### src/rtl/seq_alu_if.sv
// Operand/result handshake bundle for seq_alu.
// master: operand source + result consumer; slave: the ALU.
interface seq_alu_if #(parameter int WIDTH = 16);
  logic                 in_valid;
  logic                 in_ready;
  logic [WIDTH-1:0]     input1;
  logic [WIDTH-1:0]     input2;
  logic [3:0]           op_code;
  logic                 out_valid;
  logic                 out_ready;
  logic [2*WIDTH-1:0]   output1;
  logic [1:0]           err_code;

  modport master (
    output in_valid, input1, input2, op_code, out_ready,
    input  in_ready, out_valid, output1, err_code
  );

  modport slave (
    input  in_valid, input1, input2, op_code, out_ready,
    output in_ready, out_valid, output1, err_code
  );
endinterface

### src/rtl/seq_alu.sv
// Multi-cycle signed ALU: add/sub finish in one cycle, mul/div/mod iterate
// one bit per cycle on operand magnitudes and fix the sign afterwards.
module seq_alu #(
  parameter int WIDTH = 16
) (
  input  logic    clk,
  input  logic    rst_n,
  seq_alu_if.slave bus
);
  localparam int W2 = 2 * WIDTH;
  localparam int CW = (WIDTH > 1) ? $clog2(WIDTH) : 1;
  localparam logic [CW-1:0] CNT_LAST = CW'(WIDTH - 1);

  localparam logic [3:0] OP_ADD = 4'd0;
  localparam logic [3:0] OP_SUB = 4'd1;
  localparam logic [3:0] OP_MUL = 4'd2;
  localparam logic [3:0] OP_DIV = 4'd3;
  localparam logic [3:0] OP_MOD = 4'd4;

  typedef enum logic [1:0] {IDLE, CALC, SIGN, DONE} state_t;

  state_t            state, state_nxt;
  logic [CW-1:0]     cnt;
  logic [3:0]        op_q;
  logic              sign_a, sign_b;
  logic [WIDTH-1:0]  b_mag;
  logic [WIDTH-1:0]  work;     // multiplier bits (mul) / dividend -> quotient (div)
  logic [WIDTH-1:0]  rem;
  logic [W2-1:0]     mcand;
  logic [W2-1:0]     acc;
  logic [W2-1:0]     res_q;
  logic [1:0]        err_q;

  logic              accept, b_zero, is_iter;
  logic [WIDTH-1:0]  in_a_mag, in_b_mag;
  logic [WIDTH:0]    a_ext, b_ext, as_res;
  logic [W2-1:0]     direct_res;
  logic [1:0]        direct_err;
  logic [WIDTH:0]    div_shift, div_trial;
  logic              q_bit;
  logic [WIDTH-1:0]  rem_nxt;

  assign accept   = bus.in_valid & bus.in_ready;
  assign b_zero   = (bus.input2 == '0);
  assign is_iter  = (bus.op_code == OP_MUL) ||
                    (((bus.op_code == OP_DIV) || (bus.op_code == OP_MOD)) && !b_zero);
  assign in_a_mag = bus.input1[WIDTH-1] ? (WIDTH'(0) - bus.input1) : bus.input1;
  assign in_b_mag = bus.input2[WIDTH-1] ? (WIDTH'(0) - bus.input2) : bus.input2;

  // Single-cycle results: exact (WIDTH+1)-bit add/sub, div-by-zero, illegal op
  always_comb begin
    a_ext      = {bus.input1[WIDTH-1], bus.input1};
    b_ext      = {bus.input2[WIDTH-1], bus.input2};
    as_res     = (bus.op_code == OP_SUB) ? (a_ext - b_ext) : (a_ext + b_ext);
    direct_res = '0;
    direct_err = 2'b11;
    case (bus.op_code)
      OP_ADD, OP_SUB: begin
        direct_res = {{(WIDTH-1){as_res[WIDTH]}}, as_res};
        direct_err = (as_res[WIDTH] != as_res[WIDTH-1]) ? 2'b01 : 2'b00;
      end
      OP_DIV, OP_MOD: direct_err = 2'b10;
      default:        direct_err = 2'b11;
    endcase
  end

  // One restoring-division step: shift in next dividend bit, try subtracting divisor
  always_comb begin
    div_shift = {rem, work[WIDTH-1]};
    div_trial = div_shift - {1'b0, b_mag};
    q_bit     = ~div_trial[WIDTH];
    rem_nxt   = q_bit ? div_trial[WIDTH-1:0] : div_shift[WIDTH-1:0];
  end

  // State register
  always_ff @(posedge clk) begin
    if (!rst_n) state <= IDLE;
    else        state <= state_nxt;
  end

  // Next-state logic
  always_comb begin
    state_nxt = state;
    case (state)
      IDLE: if (accept) state_nxt = is_iter ? CALC : DONE;
      CALC: if (cnt == CNT_LAST) state_nxt = SIGN;
      SIGN: state_nxt = DONE;
      DONE: if (bus.out_ready) state_nxt = IDLE;
      default: state_nxt = IDLE;
    endcase
  end

  // Datapath: latch operands, iterate, sign-correct, hold result
  always_ff @(posedge clk) begin
    if (!rst_n) begin
      cnt   <= '0;
      res_q <= '0;
      err_q <= 2'b00;
    end else begin
      case (state)
        IDLE: if (accept) begin
          op_q   <= bus.op_code;
          sign_a <= bus.input1[WIDTH-1];
          sign_b <= bus.input2[WIDTH-1];
          b_mag  <= in_b_mag;
          work   <= (bus.op_code == OP_MUL) ? in_b_mag : in_a_mag;
          mcand  <= {{WIDTH{1'b0}}, in_a_mag};
          acc    <= '0;
          rem    <= '0;
          cnt    <= '0;
          if (!is_iter) begin
            res_q <= direct_res;
            err_q <= direct_err;
          end
        end
        CALC: begin
          cnt <= (cnt == CNT_LAST) ? '0 : cnt + 1'b1;
          if (op_q == OP_MUL) begin
            if (work[0]) acc <= acc + mcand;
            mcand <= mcand << 1;
            work  <= work >> 1;
          end else begin
            rem  <= rem_nxt;
            work <= {work[WIDTH-2:0], q_bit};
          end
        end
        SIGN: begin
          err_q <= 2'b00;
          case (op_q)
            OP_MUL:  res_q <= (sign_a ^ sign_b) ? (W2'(0) - acc) : acc;
            OP_DIV:  res_q <= (sign_a ^ sign_b) ? (W2'(0) - {{WIDTH{1'b0}}, work})
                                                : {{WIDTH{1'b0}}, work};
            default: res_q <= sign_a ? (W2'(0) - {{WIDTH{1'b0}}, rem})
                                     : {{WIDTH{1'b0}}, rem};
          endcase
        end
        default: ;
      endcase
    end
  end

  assign bus.in_ready  = (state == IDLE);
  assign bus.out_valid = (state == DONE);
  assign bus.output1   = res_q;
  assign bus.err_code  = err_q;
endmodule

### src/flat_wrapper.sv
// flat-port wrapper written by rule: the top's interface ports become plain ports
module seq_alu_flat 
#(
  parameter int WIDTH = 16
)
  (clk, rst_n, bus_in_valid, bus_input1, bus_input2, bus_op_code, bus_out_ready, bus_in_ready, bus_out_valid, bus_output1, bus_err_code);
  seq_alu_if #(.WIDTH(WIDTH)) bus_i ();
  input  logic clk;
  input  logic rst_n;
  input wire logic [$bits(bus_i.in_valid)-1:0] bus_in_valid;
  input wire logic [$bits(bus_i.input1)-1:0] bus_input1;
  input wire logic [$bits(bus_i.input2)-1:0] bus_input2;
  input wire logic [$bits(bus_i.op_code)-1:0] bus_op_code;
  input wire logic [$bits(bus_i.out_ready)-1:0] bus_out_ready;
  output wire logic [$bits(bus_i.in_ready)-1:0] bus_in_ready;
  output wire logic [$bits(bus_i.out_valid)-1:0] bus_out_valid;
  output wire logic [$bits(bus_i.output1)-1:0] bus_output1;
  output wire logic [$bits(bus_i.err_code)-1:0] bus_err_code;
  assign bus_i.in_valid = bus_in_valid;
  assign bus_i.input1 = bus_input1;
  assign bus_i.input2 = bus_input2;
  assign bus_i.op_code = bus_op_code;
  assign bus_i.out_ready = bus_out_ready;
  assign bus_in_ready = bus_i.in_ready;
  assign bus_out_valid = bus_i.out_valid;
  assign bus_output1 = bus_i.output1;
  assign bus_err_code = bus_i.err_code;
  seq_alu #(.WIDTH(WIDTH)) u_core (.clk(clk), .rst_n(rst_n), .bus(bus_i));
endmodule
### config.mk
export PLATFORM = sky130hd
export DESIGN_NAME = seq_alu_flat
export DESIGN_NICKNAME = d
export VERILOG_FILES = /design/src/rtl/seq_alu_if.sv /design/src/rtl/seq_alu.sv /design/src/flat_wrapper.sv
export SDC_FILE = /design/constraint.sdc
export NUM_CORES = 1
export LEC_CHECK = 0
export ABC_AREA = 1
export BUFFER_PORTS_ARGS = -buffer_cell sky130_fd_sc_hd__buf_2
export CORE_UTILIZATION = 56
export DETAILED_ROUTE_END_ITERATION = 7
export GPL_TIMING_DRIVEN = 0
export PLACE_DENSITY = 0.77
export SETUP_SLACK_MARGIN = 0.5
export SLEW_MARGIN = 30
export SYNTH_ARGS = -nofsm -noshare
export SYNTH_HDL_FRONTEND = slang
export SYNTH_SLANG_ARGS = --single-unit
### constraint.sdc
create_clock -name clk -period 5 [get_ports clk]
set_input_delay 0.25 -clock clk [delete_from_list [all_inputs] [get_ports clk]]
set_output_delay 0.25 -clock clk [all_outputs]
set_load 0.1 [all_outputs]
[Word-level counts from Yosys, hierarchy flattened]
Index checks and enable logic that the tools add are counted.
Word-level totals
  output and inout bits: 36
  word-level logic and storage cells: 101
  register bits after elaboration: 158
Cells by class
  muxes and demuxes: 39
  bitwise logic cells: 3
  reductions and logical operators: 19
  equal/unequal tests: 18
  add/sub/neg operators: 10
Operator list (count)
  2-to-1 mux 32 bit: 11
  case mux 32 bit (2 select lines): 4
  2-to-1 mux 16 bit: 8
  case mux 16 bit (2 select lines): 2
  subtractor 1 x 16 -> 17 bit (first input constant): 2
  adder 32 bit: 1
  subtractor 1 x 16 -> 16 bit (first input constant): 2
  subtractor 1 x 32 -> 32 bit (first input constant): 1
  adder 16 x 16 -> 17 bit: 1
  2-to-1 mux 17 bit: 1
  subtractor 16 x 16 -> 17 bit: 1
  subtractor 17 x 16 -> 17 bit: 1
  == test 4 x 2 -> 1 bit (second input constant): 4
  logical NOT 16 bit: 1
  2-to-1 mux 2 bit: 6
  AND reduction 3 bit: 4
  2-to-1 mux 4 bit: 2
  != test 2 bit (second input constant): 4
  case mux 2 bit (2 select lines): 2
  case mux 2 bit (4 select lines): 1
  case mux 4 bit (2 select lines): 1
  AND reduction 4 bit: 2
  != test 2 x 1 -> 1 bit (second input constant): 3
  AND reduction 5 bit: 1
  19 further kinds: 23

[Logic depth before layout (Yosys ltp)]
  word-level depth: 8
  depth in mapped cells: 25
  gate-level depth less buffers: 25

[Worst setup path after synthesis]
Ideal clock, no wire load.
  kind: flip-flop to flip-flop
  start point: register u_core.state[0]
  end point: register u_core.acc[0] (enable)
  setup slack: -0.378 ns
  stages on the path, launching flop included: 6
  setup time: 0.391 ns
  arrival: 4.987 ns
  cell sequence: dfxtp_1 -> inv_1 -> ha_1 -> o21ai_1 -> nor3_1 -> o21a_1
Between the ends
  word-level cells in the longest chain between the ends: 4
  elaborated cells on any way between the ends: 8
  those cells by class: eq/ne: 4; bitwise: 1; reduce/logical: 3
Ends and longest elaborated chain
  start, declared: line seq_alu.sv:22  | state_t state, state_nxt;
  start signal, assigned: line seq_alu.sv:78  | else state <= state_nxt;
  logical NOT 2 bit (*): line seq_alu.sv:142  | assign bus.in_ready = (state == IDLE);
  net bus_in_ready: line flat_wrapper.sv:15  | output wire logic [$bits(bus_i.in_ready)-1:0] bus_in_ready;
  bitwise AND 1 bit: line seq_alu.sv:43  | assign accept = bus.in_valid & bus.in_ready;
  != test 2 bit (no line)
  AND reduction 5 bit (no line) (*)
  end signal, assigned: line seq_alu.sv:119  | if (work[0]) acc <= acc + mcand;
  end, declared: line seq_alu.sv:30  | logic [W2-1:0] acc;
Mark *: on every way through the listed nets, which the timed path passes. The rest lies on a longest branch.
A chain may end at the register's enable or synchronous reset.

[Worst setup path in the final report]
  start point: input bus_op_code[1]
  end point: register u_core.res_q[11], in the netlist u_core.bus.output1[11]
Between the ends
  word-level cells in the longest chain between the ends: 6
  elaborated cells on any way between the ends: 16
  those cells by class: eq/ne: 5; mux: 5; reduce/logical: 6
Ends and longest elaborated chain
  start, declared: line flat_wrapper.sv:13  | input wire logic [$bits(bus_i.op_code)-1:0] bus_op_code;
  == test 4 x 1 -> 1 bit (tied with other cells): line seq_alu.sv:54, seq_alu.sv:57
  2-to-1 mux 17 bit (tied with other cells): line seq_alu.sv:54  | as_res = (bus.op_code == OP_SUB) ? (a_ext - b_ext) : (a_ext + b_ext);
  2-to-1 mux 32 bit or logical AND 1 bit (tied branches): line seq_alu.sv:57, seq_alu.sv:46
  2-to-1 mux 32 bit or logical OR 1 bit (tied branches): line seq_alu.sv:111, seq_alu.sv:45
  2-to-1 mux 32 bit or != test 2 bit (tied branches)
  case mux 32 bit (2 select lines) or AND reduction 3 bit (tied branches)
  end signal, assigned: line seq_alu.sv:112  | res_q <= direct_res;
  end signal, assigned: line seq_alu.sv:130  | OP_MUL: res_q <= (sign_a ^ sign_b) ? (W2'(0) - acc) : acc;
  end signal, assigned: line seq_alu.sv:131  | OP_DIV: res_q <= (sign_a ^ sign_b) ? (W2'(0) - {{WIDTH{1'b0}}, work})
  end, declared: line seq_alu.sv:31  | logic [W2-1:0] res_q;
Several ways; a longest one is shown, not always the timed one. The select of a mux whose other input is x is not followed.

==> results.md <==
Setup path:
- The kind of critical path is in2reg.
- The worst register-to-register path ends at u_core.acc[30]$_SDFFCE_PN0P_.
- Setup slack on the worst reg-to-reg path comes out at between 1.5 and 2 ns.
- STA classifies the critical path endpoint as a flop.
- The critical path arrival is 3.72 ns.
- In this run the worst path has a maximum fanout of 10.
- For the worst setup path, the data required time is 5.33 ns.
- In this run the critical register-to-register path is launched from u_core.acc[0]$_SDFFCE_PN0P_.
- The worst setup path is launched from an input port.
- The number of cells on the worst reg-to-reg path is 9.

GRT:
- The global-route usage over all layers is between 30 and 40%.
- The global-route wire length before repair is 67.76 mm.
- The largest net degree at the start of global routing is 19.
- The number of global-route vias before repair came to 12164.
- The number of antenna violations at the first check in global routing is 1.
- The remaining global-route overflow is 0.

Yosys:
- The synthesized design contains ~120 enable-type register cells.
- After synthesis, the share of flip-flops with an asynchronous set or reset is 0%.
- Summing every instance area after synthesis gives 13140 sq um.
- For this run, the number of Yosys warnings is 0.
- The post-synth net total is slightly above 2000.
- The count of different cell masters after synthesis is 50.
- For this run, the leading register cell type out of synthesis is sky130_fd_sc_hd__edfxtp_1.
- The number of storage elements in the synthesis netlist is about 160.
- The post-synthesis average cell area is just under 7 sq um.
- The register area share after synthesis is between 30 and 40%.
- The gate count of the mapped netlist is 1919.

Clock network:
- The number of buffers added to fix hold violations after cts is 0.
- The number of CTS-inserted buffers is 17.
- Clock-pin slew was measured on the worst setup and hold paths at around 0.070 ns.
- Buffers added to address setup during post-CTS repair amount to 0.
- The clock tree from TritonCTS is yes.
- The clock reaches the later pin of the worst-skew pair after roughly 0.45 ns.
- The maximum root-to-sink buffer count is 2.
- The tree built by TritonCTS fans out to 158 sinks.
- The H-tree was split into 4 levels.
- The cell sitting at the root of the clock tree is a sky130_fd_sc_hd__clkbuf_16.
- The number of gates resized after CTS was 0.

Worst hold path:
- The min-delay analysis places its worst path in the category in2reg.
- The launch point of the worst hold path is bus_op_code[3].
- Along the worst hold path, the cell count comes to 1.
- The capture endpoint of the worst hold path is u_core.op_q[3]$_DFFE_PP_.

STA:
- After routing, the total negative slack on setup checks comes to 0 ns.
- The count of final setup violators is 0.
- Setup repair after global routing left no endpoint under its margin.
- Clock skew on the completed layout was measured at 0.01776 ns.
- The highest clock rate is ~300 MHz.
- For the pin with the worst max-slew slack, the measured transition is 1.010 ns.
- The number of pins exceeding their max-slew limit in the final report is 0.
- In this run the tightest slew margin relative to its limit is 32.65%.
- The hold violation count in the final report is 0.
- After layout, the worst path uses about two thirds of the clock period.
- The smallest clock period supported by the final layout is computed as approximately 3.4 ns.

Detailed routing:
- The detailed router placed roughly 14000 vias in this run.
- The number of DRC violations after detailed routing is 0.
- In this run the remaining antenna-violating nets after routing total 0.
- The post-detailed-routing wire length is roughly 43 mm.
- The first detailed-routing pass ran for 7 iterations.
- After detailed routing, the number of vias per cell comes to about 5.8.
- In this run, the number of DRC markers left after iteration 0 of detailed routing was roughly 1600.
- Dividing the detail-routed wire length by the instance count gives 18.53 um.

Layout:
- The number of diodes is 0.
- The number of fill cells in the layout is between 2000 and 2500.
- The net count of the finished layout is between 2000 and 2500.
- The finished cells cover ~15000 sq um.
- The final standard cell utilization of the core is between 60% and 70%.
- The signed area change from the synthesized netlist to the final layout is 11.17%.
- The share of cells above drive strength 1 is between 8 and 9%.

Power:
- VDD sags by at most about 0.00048 V.
- Dividing total power by cell area gives a power density of between 600 and 700 nW/um^2.
- The total design power is a little over 9000 uW.
- The leakage power is ~0.0068 uW.

Floorplanning:
- The area of the core is 22850 sq um.
- The number of rows in the core area is between 50 and 60.
- The die covers 24080 sq um.
- The x dimension of the die is between 150 and 200 um.
- For this configuration, the core starts out at a cell density of a little under three fifths.
- The top-level I/O count is 76.
- From bottom edge to top edge, the die measures 155.2 um.

Placed design:
- After detailed placement, the total cell area comes to around 14000 sq um.
- Detailed placement ended at an HPWL of between 30 and 40 mm.
- At the end of routability-driven placement, the weighted congestion stood at 1.014.
- Input and output buffers added on the ports amount to between 70 and 80.

Run:
- The count of max-cap constraint violations is 0.

Run status:
- The run finished with clean final reports.
==> critical path, stage by stage <==
cell	delay, ns
sky130_fd_sc_hd__buf_2	0.14
sky130_fd_sc_hd__nor3_4	0.29
sky130_fd_sc_hd__nand2_1	0.16
sky130_fd_sc_hd__clkbuf_1	0.29
sky130_fd_sc_hd__clkbuf_1	0.32
sky130_fd_sc_hd__nand2_1	0.13
sky130_fd_sc_hd__o21ai_0	0.16
sky130_fd_sc_hd__ha_1	0.38
sky130_fd_sc_hd__nand2_1	0.11
sky130_fd_sc_hd__inv_1	0.06
sky130_fd_sc_hd__a21oi_1	0.13
sky130_fd_sc_hd__nand2_1	0.15
sky130_fd_sc_hd__nand3_1	0.10
sky130_fd_sc_hd__nand2_1	0.07
sky130_fd_sc_hd__o21ai_0	0.61
sky130_fd_sc_hd__nand2_1	0.10
sky130_fd_sc_hd__a21oi_1	0.20
sky130_fd_sc_hd__nor2_1	0.06
==> final cells by class <==
type | count | area, sq um | area share [%]
multi-input cells | 1452 | 7606 | 52.07
inverters | 257 | 964.7 | 6.604
clock inverters | 15 | 175.2 | 1.199
flip-flops and latches | 158 | 4344 | 29.74
plain buffers | 52 | 249.0 | 1.705
repair buffers | 81 | 450.4 | 3.084
clock buffers | 17 | 425.4 | 2.912
well taps | 313 | 391.6 | 2.681
==> layer usage <==
metal	vias up	wire length (um)	share of wire (%)	GRT usage, %
li1	6653	-	-	-
met3	55	3795	8.7	5.766
met5	-	0	0	0
met2	591	18410	42	55.30
met4	0	1082	2.5	11.39
met1	6264	20170	46	54.57
==> cells in the mapped netlist (all sizes together) (21+ instances only) <==
cell	number	area share (%)
a21oi	154	6.2
clkbuf	32	0.92
dfxtp	40	6.1
edfxtp	118	27
ha	74	7.0
inv	257	7.3
nand2	449	13
nand3	155	5.9
nor2	217	6.3
nor3	25	1.0
o211ai	21	1.2
o21ai	205	8.0
xor2	28	1.9
==> worst max path at each step <==
stage	start	to	slack [ns]	cells after the start
3_3_place_gp	u_core.op_q[3]$_DFFE_PP_	u_core.acc[26]$_SDFFCE_PN0P_	0.02	7
3_5_place_dp	bus_op_code[1]	u_core.bus.output1[31]$_SDFFE_PN0P_	1.26	19
5_1_grt	bus_input2[0]	u_core.bus.output1[28]$_SDFFE_PN0P_	1.22	21
4_1_cts	bus_op_code[1]	u_core.bus.output1[31]$_SDFFE_PN0P_	1.70	19
2_1_floorplan	u_core.state[0]$_SDFFE_PN0P_	u_core.acc[0]$_SDFFCE_PN0P_	0.62	5
6_report	bus_op_code[1]	u_core.bus.output1[11]$_SDFFE_PN0P_	1.61	18
==> cell families after synthesis <==
family                   share of synthesized area, %
adder cells (fa/ha/maj)                         7.504
buffers and inverters                           9.237
AO/OA/AOI/OAI                                   19.09
multiplexers                                  0.07619
XOR/XNOR                                        2.733
AND/OR/NAND/NOR                                 28.29
flip-flops                                      33.06
==> through the flow <==
step / setup WS, ns / cells / hold WS (ns)
global placement: 0.02130 / 2306 / 0.4724
floorplan: 0.6169 / 1919 / 0.3489
finish: 1.614 / 2345 / 0.06026
CTS: 1.702 / 2345 / 0.05223
global route: 1.223 / 2345 / 0.05444
detailed placement: 1.257 / 2313 / 0.4731
==> state kept, by name, indices dropped and copies added, names as in the netlist <==
signal	count
u_core.b_mag	16
u_core.op_q	4
u_core.cnt	4
u_core.acc	32
u_core.sign_a	1
u_core.rem	16
u_core.bus.output1	32
u_core.mcand	32
u_core.state	2
u_core.work	16
u_core.sign_b	1
u_core.bus.err_code	2
==> power by group <==
group          total, uW  internal [uW]  switching, uW  leakage [uW]
combinational       5340           1460           3880       0.00503
clock               1320            673            648      0.000293
sequential          2480           2030            450       0.00145
==> cells in the final DEF, fill, tap and decap left out, types with 4 or more instances in the layout <==
cell type                   instances
sky130_fd_sc_hd__nor2_1           213
sky130_fd_sc_hd__xor2_1            28
sky130_fd_sc_hd__clkinv_4           4
sky130_fd_sc_hd__o21bai_1           6
sky130_fd_sc_hd__o21ai_0          190
sky130_fd_sc_hd__ha_1              74
sky130_fd_sc_hd__nand2_2            7
sky130_fd_sc_hd__nand3b_1           6
sky130_fd_sc_hd__inv_1            254
sky130_fd_sc_hd__inv_8              4
sky130_fd_sc_hd__nand3_1          154
sky130_fd_sc_hd__xnor2_1           13
sky130_fd_sc_hd__buf_4              9
sky130_fd_sc_hd__o221ai_1           7
sky130_fd_sc_hd__a22oi_1            7
sky130_fd_sc_hd__clkbuf_16         17
sky130_fd_sc_hd__clkinv_8           5
sky130_fd_sc_hd__buf_6              5
sky130_fd_sc_hd__a21oi_2           10
sky130_fd_sc_hd__o211ai_1          21
sky130_fd_sc_hd__a31oi_1            8
sky130_fd_sc_hd__nor3_1            21
sky130_fd_sc_hd__edfxtp_1         118
sky130_fd_sc_hd__o21a_1             9
sky130_fd_sc_hd__buf_2             83
sky130_fd_sc_hd__a211oi_1           5
sky130_fd_sc_hd__a21o_1             9
sky130_fd_sc_hd__dfxtp_1           40
sky130_fd_sc_hd__o21ai_1           11
sky130_fd_sc_hd__nand2_1          442
sky130_fd_sc_hd__nand4_1           17
sky130_fd_sc_hd__clkbuf_1          31
sky130_fd_sc_hd__a21oi_1          144
sky130_fd_sc_hd__or2_2             12
sky130_fd_sc_hd__a21boi_0           7
Power figures use the tool's default switching activity.
